===== config.mk =====
export PLATFORM = sky130hd
export DESIGN_NAME = serial_command_controller
export DESIGN_NICKNAME = d
export VERILOG_FILES = /design/src/rtl/serial_command_controller.sv
export SDC_FILE = /design/constraint.sdc
export NUM_CORES = 1
export LEC_CHECK = 0
export CORE_MARGIN = 2
export CORE_UTILIZATION = 51
export DETAILED_ROUTE_END_ITERATION = 10
export GPL_ROUTABILITY_DRIVEN = 0
export MAX_ROUTING_LAYER = met4
export PLACE_DENSITY = 0.88
export SLEW_MARGIN = 20
export SYNTH_ARGS = -nofsm -noshare
export SYNTH_HDL_FRONTEND = slang
export SYNTH_SLANG_ARGS = --single-unit

===== constraint.sdc =====
create_clock -name CLK -period 2.2 [get_ports CLK]
set_clock_uncertainty 0.1 [all_clocks]
set_input_delay 0.44 -clock CLK [delete_from_list [all_inputs] [get_ports CLK]]
set_output_delay 0.44 -clock CLK [all_outputs]
set_load 0.05 [all_outputs]

===== src/rtl/serial_command_controller.sv =====
// serial_command_controller
// Decodes a byte-oriented command stream from an asynchronous serial slave:
//   'W' addr data -> one-cycle write strobe to the phase register file
//   'R' addr      -> register contents presented on tx_data until the next byte
//   'F'           -> one-cycle emission burst trigger
//   'C'           -> clear sticky error flags
// All outputs are registered; err is sticky until 'C' or reset.

module serial_command_controller #(
   parameter int NCH     = 16,
   parameter int TIMEOUT = 1000
) (
   input  logic       CLK,
   input  logic       res,
   input  logic       rx_valid,
   input  logic [7:0] rx_data,
   output logic [7:0] tx_data,
   output logic       wr_en,
   output logic [3:0] wr_addr,
   output logic [7:0] wr_data,
   input  logic [7:0] rd_data,
   output logic       fire,
   output logic       busy,
   output logic [1:0] err
);

   localparam logic [7:0] BYTE_W = 8'h57;
   localparam logic [7:0] BYTE_R = 8'h52;
   localparam logic [7:0] BYTE_F = 8'h46;
   localparam logic [7:0] BYTE_C = 8'h43;

   // One bit wider than a byte so NCH = 16 (or any legal value) compares cleanly
   localparam logic [8:0]  NCH_LIM = 9'(NCH);
   localparam logic [15:0] TO_LAST = 16'(TIMEOUT - 1);

   typedef enum logic [1:0] {
      ST_IDLE = 2'd0,
      ST_ADDR = 2'd1,
      ST_DATA = 2'd2,
      ST_EXEC = 2'd3
   } state_t;

   typedef enum logic [1:0] {
      CMD_NONE = 2'd0,
      CMD_WR   = 2'd1,
      CMD_RD   = 2'd2,
      CMD_FIRE = 2'd3
   } cmd_t;

   // Synchronizer and edge-detect state
   logic        sync1_r, sync2_r, sync3_r;
   logic        sampled_r;   // first real post-reset sample has been taken
   logic        armed_r;     // synchronized rx_valid has been seen low since reset
   logic        strobe_r;

   // FSM and datapath state
   state_t      state_r, state_s;
   cmd_t        cmd_r, cmd_s;
   logic [15:0] cnt_r, cnt_s;
   logic [1:0]  err_r, err_s;
   logic [3:0]  wr_addr_r, wr_addr_s;
   logic [7:0]  wr_data_r, wr_data_s;
   logic        wr_en_r, wr_en_s;
   logic        fire_r, fire_s;
   logic        busy_r;
   logic [7:0]  tx_data_r, tx_data_s;
   logic        tx_hold_r, tx_hold_s;  // tx_data is showing read data, not status
   logic        addr_bad_s;

   assign tx_data = tx_data_r;
   assign wr_en   = wr_en_r;
   assign wr_addr = wr_addr_r;
   assign wr_data = wr_data_r;
   assign fire    = fire_r;
   assign busy    = busy_r;
   assign err     = err_r;

   assign addr_bad_s = ({1'b0, rx_data} >= NCH_LIM);

   // Two-flop synchronizer plus rising-edge detector producing a registered byte strobe.
   // The arm flag blocks a strobe when rx_valid is already high as reset is released.
   always_ff @(posedge CLK) begin
      if (res) begin
         sync1_r   <= 1'b0;
         sync2_r   <= 1'b0;
         sync3_r   <= 1'b0;
         sampled_r <= 1'b0;
         armed_r   <= 1'b0;
         strobe_r  <= 1'b0;
      end else begin
         sync1_r   <= rx_valid;
         sync2_r   <= sync1_r;
         sync3_r   <= sync2_r;
         sampled_r <= 1'b1;
         armed_r   <= armed_r | (sampled_r & ~sync1_r);
         strobe_r  <= armed_r & sync2_r & ~sync3_r;
      end
   end

   // Next-state, timeout, error and output-strobe decode; the byte is consumed in the strobe cycle
   always_comb begin
      state_s   = state_r;
      cmd_s     = cmd_r;
      cnt_s     = cnt_r;
      err_s     = err_r;
      wr_addr_s = wr_addr_r;
      wr_data_s = wr_data_r;
      wr_en_s   = 1'b0;
      fire_s    = 1'b0;

      case (state_r)
         ST_IDLE: begin
            if (strobe_r) begin
               case (rx_data)
                  BYTE_W: begin
                     cmd_s   = CMD_WR;
                     state_s = ST_ADDR;
                  end
                  BYTE_R: begin
                     cmd_s   = CMD_RD;
                     state_s = ST_ADDR;
                  end
                  BYTE_F: begin
                     cmd_s   = CMD_FIRE;
                     state_s = ST_EXEC;
                     fire_s  = 1'b1;
                  end
                  BYTE_C: begin
                     err_s = 2'b00;
                  end
                  default: begin
                     err_s[0] = 1'b1;
                  end
               endcase
            end else begin
               state_s = ST_IDLE;
            end
         end

         ST_ADDR: begin
            if (strobe_r) begin
               cnt_s     = 16'd0;
               wr_addr_s = rx_data[3:0];
               if (addr_bad_s) begin
                  err_s[0] = 1'b1;
                  state_s  = ST_IDLE;
               end else if (cmd_r == CMD_WR) begin
                  state_s = ST_DATA;
               end else begin
                  state_s = ST_EXEC;
               end
            end else if (cnt_r == TO_LAST) begin
               err_s[1] = 1'b1;
               state_s  = ST_IDLE;
            end else begin
               cnt_s = cnt_r + 16'd1;
            end
         end

         ST_DATA: begin
            if (strobe_r) begin
               cnt_s     = 16'd0;
               wr_data_s = rx_data;
               wr_en_s   = 1'b1;
               state_s   = ST_EXEC;
            end else if (cnt_r == TO_LAST) begin
               err_s[1] = 1'b1;
               state_s  = ST_IDLE;
            end else begin
               cnt_s = cnt_r + 16'd1;
            end
         end

         ST_EXEC: begin
            state_s = ST_IDLE;
         end

         default: begin
            state_s = ST_IDLE;
         end
      endcase

      // Counter always restarts from zero whenever the FSM sits in or returns to IDLE
      if (state_s == ST_IDLE) begin
         cnt_s = 16'd0;
      end else begin
         cnt_s = cnt_s;
      end
   end

   // tx_data source select: read data latched after an R, otherwise the live status byte
   always_comb begin
      tx_data_s = tx_data_r;
      tx_hold_s = tx_hold_r;
      if ((state_r == ST_EXEC) && (cmd_r == CMD_RD)) begin
         tx_data_s = rd_data;
         tx_hold_s = 1'b1;
      end else if (strobe_r) begin
         tx_data_s = {6'b000000, err_s};
         tx_hold_s = 1'b0;
      end else if (tx_hold_r) begin
         tx_data_s = tx_data_r;
         tx_hold_s = 1'b1;
      end else begin
         tx_data_s = {6'b000000, err_s};
         tx_hold_s = 1'b0;
      end
   end

   // State and registered-output update
   always_ff @(posedge CLK) begin
      if (res) begin
         state_r   <= ST_IDLE;
         cmd_r     <= CMD_NONE;
         cnt_r     <= 16'd0;
         err_r     <= 2'b00;
         wr_addr_r <= 4'd0;
         wr_data_r <= 8'd0;
         wr_en_r   <= 1'b0;
         fire_r    <= 1'b0;
         busy_r    <= 1'b0;
         tx_data_r <= 8'h00;
         tx_hold_r <= 1'b0;
      end else begin
         state_r   <= state_s;
         cmd_r     <= cmd_s;
         cnt_r     <= cnt_s;
         err_r     <= err_s;
         wr_addr_r <= wr_addr_s;
         wr_data_r <= wr_data_s;
         wr_en_r   <= wr_en_s;
         fire_r    <= fire_s;
         busy_r    <= (state_s != ST_IDLE);
         tx_data_r <= tx_data_s;
         tx_hold_r <= tx_hold_s;
      end
   end

endmodule


==> results.yml <==
run_status:
  status: "finished, final reports clean"
clock_tree:
  clkLatencyLatePin_ns: 0.31
  cts_root_buf: "clkbuf_8"
  cts_resized: 0
  cts_inserted_buffers: 5
  clock_sinks: 52
  cts_tree: "built"
  htree_num_levels: 2
  clockBufferDepth: 2
  path_clk_slew_ns: 0.10
critical_path:
  cpMaxStageDelayCell: "clkdlybuf4s50_1"
  path_buf_inv: 1
  cp_cell_sequence: "clkdlybuf4s50_1"
  cp-start-kind: "flop"
  worstPathRequired_ns: 1.66
  critPathKind: "flop to output port"
  cp_num_cells: 1
  reg2reg_depth: 7
  slowest_delay_ns: 0.83
  path_max_fanout: 4
  cp_data_arrival_time_ns: 1.55
  crit_family: "buffers and inverters"
  end_kind: "output port"
cells_and_area:
  fin_util_pct: 69.49
  antenna_cells: 0
  fin_nets: 359
  n_fill_cell: 310
  drive_above_1_share_pct: 12.80
  final_cell_mix: "dfxtp_1 (52), clkdlybuf4s50_1 (43), nand2_1 (29)"
  areaGrowthSynthToFinish_pct: 30.42
  mostFrequentLayoutCell: "dfxtp_1"
timing:
  final_hold_viol_count: 0
  setup_ws_ns: 0.1134
  slew_violations: 0
  finalCritPeriodShare_pct: 94.84
  tightest_slew_ns: 0.5148
  hold_slack_ns: 0.3540
  period_minus_slack_ns: 2.087
  rsz0062_at_grt: "false"
  slew_headroom_pct: 65.58
  setup_viol: 0
  fmax_mhz: 479.3
power_and_ir_drop:
  leakage_uw: 0.001083
  irDropWorstVdd_v: 0.0003700
  p_per_area_nw_per_um2: 523.6
grt:
  grt_max_degree: 30
  grt_overflow_total: 0
  grt_pass1_wl_um: 9425
  grt_use_total_pct: 23.51
  antenna_found_initial: 0
  grt_pass1_vias: 2190
synth:
  synth-seq-cells: 52
  syn_inst: 276
  synth_warnings: 0
  synthArstFlopShare_pct: 0
  synth_edf_count: 0
  syn_nets: 300
  synth_ff_type: "dfxtp_1"
  synth.avg_cell_area_um2: 8.464
  synth-seq-area-share_pct: 44.56
  synth_cell_types: 52
  netlist_area_um2: 2336
drt:
  wl_met3_um: 342
  drt-initial-drc-count: 124
  vias_per_cell: 5.701
  dr.pass1.iters: 5
  drc_errors: 0
  top_layer: "met4"
  ant_nets: 0
  route.met2.wl_um: 2819
  drt-wirelength-per-cell_um: 14.47
  routed_wl_um: 5615
  vias: 2212
  wl_met1_um: 2333
floorplanning:
  initial_core_util_pct: 53.28
  die_w_um: 71.68
  rows: 24
  core_um2: 4384
  die_h_um: 71.68
  die_area_um2: 5138
  num_io_pins: 44
run:
  max-cap-violations: 0
place:
  dp_hpwl_um: 3915
  pre_cts_slack_ns: -0.2174
  io_buffers: 43
hold_path:
  hold_class: "flop to flop"
  hold_depth: 2
-- what timing repair did --
action                                  in CTS  in global routing
setup buffers                                0                  1
hold buffers                                 0                  0
endpoints found under the setup margin       0                 15
-- report_power, final --
group          switching (uW)  internal (uW)  leakage [uW]
Sequential               2.56            946      0.000420
Combinational            39.1           48.6      0.000619
Clock                     333            226     0.0000445
-- metal layers --
layer  up-vias  global-route usage, %
li1       1069                      -
met4         0                  9.434
met5         -                      -
met1      1040                  28.08
met2        90                  38.37
met3        13                  5.345
-- metrics by stage --
stage	area, um^2	setup TNS [ns]	cells	power [uW]
after global routing	3047	0	388	1641
after CTS	3027	0	387	1601
final	3047	0	388	1595
after floorplan	2336	0	276	999.2
after detailed placement	2937	-3.672	379	1056
after global placement	2937	-2.476	379	1054
-- worst paths after layout --
path,start,to,slack (ns)
worst max-delay path,err[1],err[1],0.11
worst max register to register,state_r[1],cnt_r[15],0.16
worst min-delay path,sync1_r,sync2_r,0.35
worst min register to register,sync1_r,sync2_r,0.35
-- cell usage after synthesis (2+ instances only) --
cell type,n,area (um^2)
nor3_1,2,10.01
nor2_1,28,105.1
and2_1,2,12.51
nand4_1,6,37.54
dfxtp_1,52,1041
and4_1,2,17.52
o21bai_1,2,15.01
a31o_2,2,17.52
buf_2,3,15.01
inv_1,14,52.55
nand2_1,29,108.9
o211ai_1,2,15.01
clkbuf_1,10,37.54
nor4_1,4,25.02
and3_1,3,18.77
nand3_1,28,140.1
ha_1,5,62.56
o21ai_0,3,15.01
xor2_1,8,70.07
nor2b_1,3,18.77
a21oi_1,28,140.1
a31oi_1,2,12.51
xnor2_1,8,70.07
and2b_1,2,15.01
-- state kept, by name (all words and copies together), names as in the netlist --
name	cells
cnt_r	16
tx_data	8
wr_data	8
wr_addr	4
cmd_r	2
err	2
state_r	2
armed_r	1
busy	1
fire	1
sampled_r	1
strobe_r	1
sync1_r	1
sync2_r	1
sync3_r	1
tx_hold_r	1
wr_en	1
-- cell type report --
class                   instances  area, um^2  area share, %
flip-flops and latches         52        1041          34.17
clock buffers                   5       68.82          2.259
well taps                      52       65.06          2.136
inverters                      14       52.55          1.725
multi-input cells             195        1175          38.56
clock inverters                 3       21.27         0.6982
repair buffers                 67       623.1          20.45
-- tightest hold or removal path: stages, from the launching register on --
cell	delay (ns)
dfxtp_1	0.31
inv_1	0.07
nor2_1	0.05
-- logic make-up (layout without fill, tap and decap cells) --
logic type | count (synthesis) | in the layout | share of synthesized area (%)
multiplexers | 1 | 1 | 0.4285
adder cells (fa/ha/maj) | 5 | 5 | 2.678
XOR/XNOR | 16 | 16 | 5.999
buffers and inverters | 29 | 89 | 5.142
AO/OA/AOI/OAI | 51 | 51 | 14.41
AND/OR/NAND/NOR | 122 | 122 | 26.78
flip-flops | 52 | 52 | 44.56
Power figures use the tool's default switching activity.
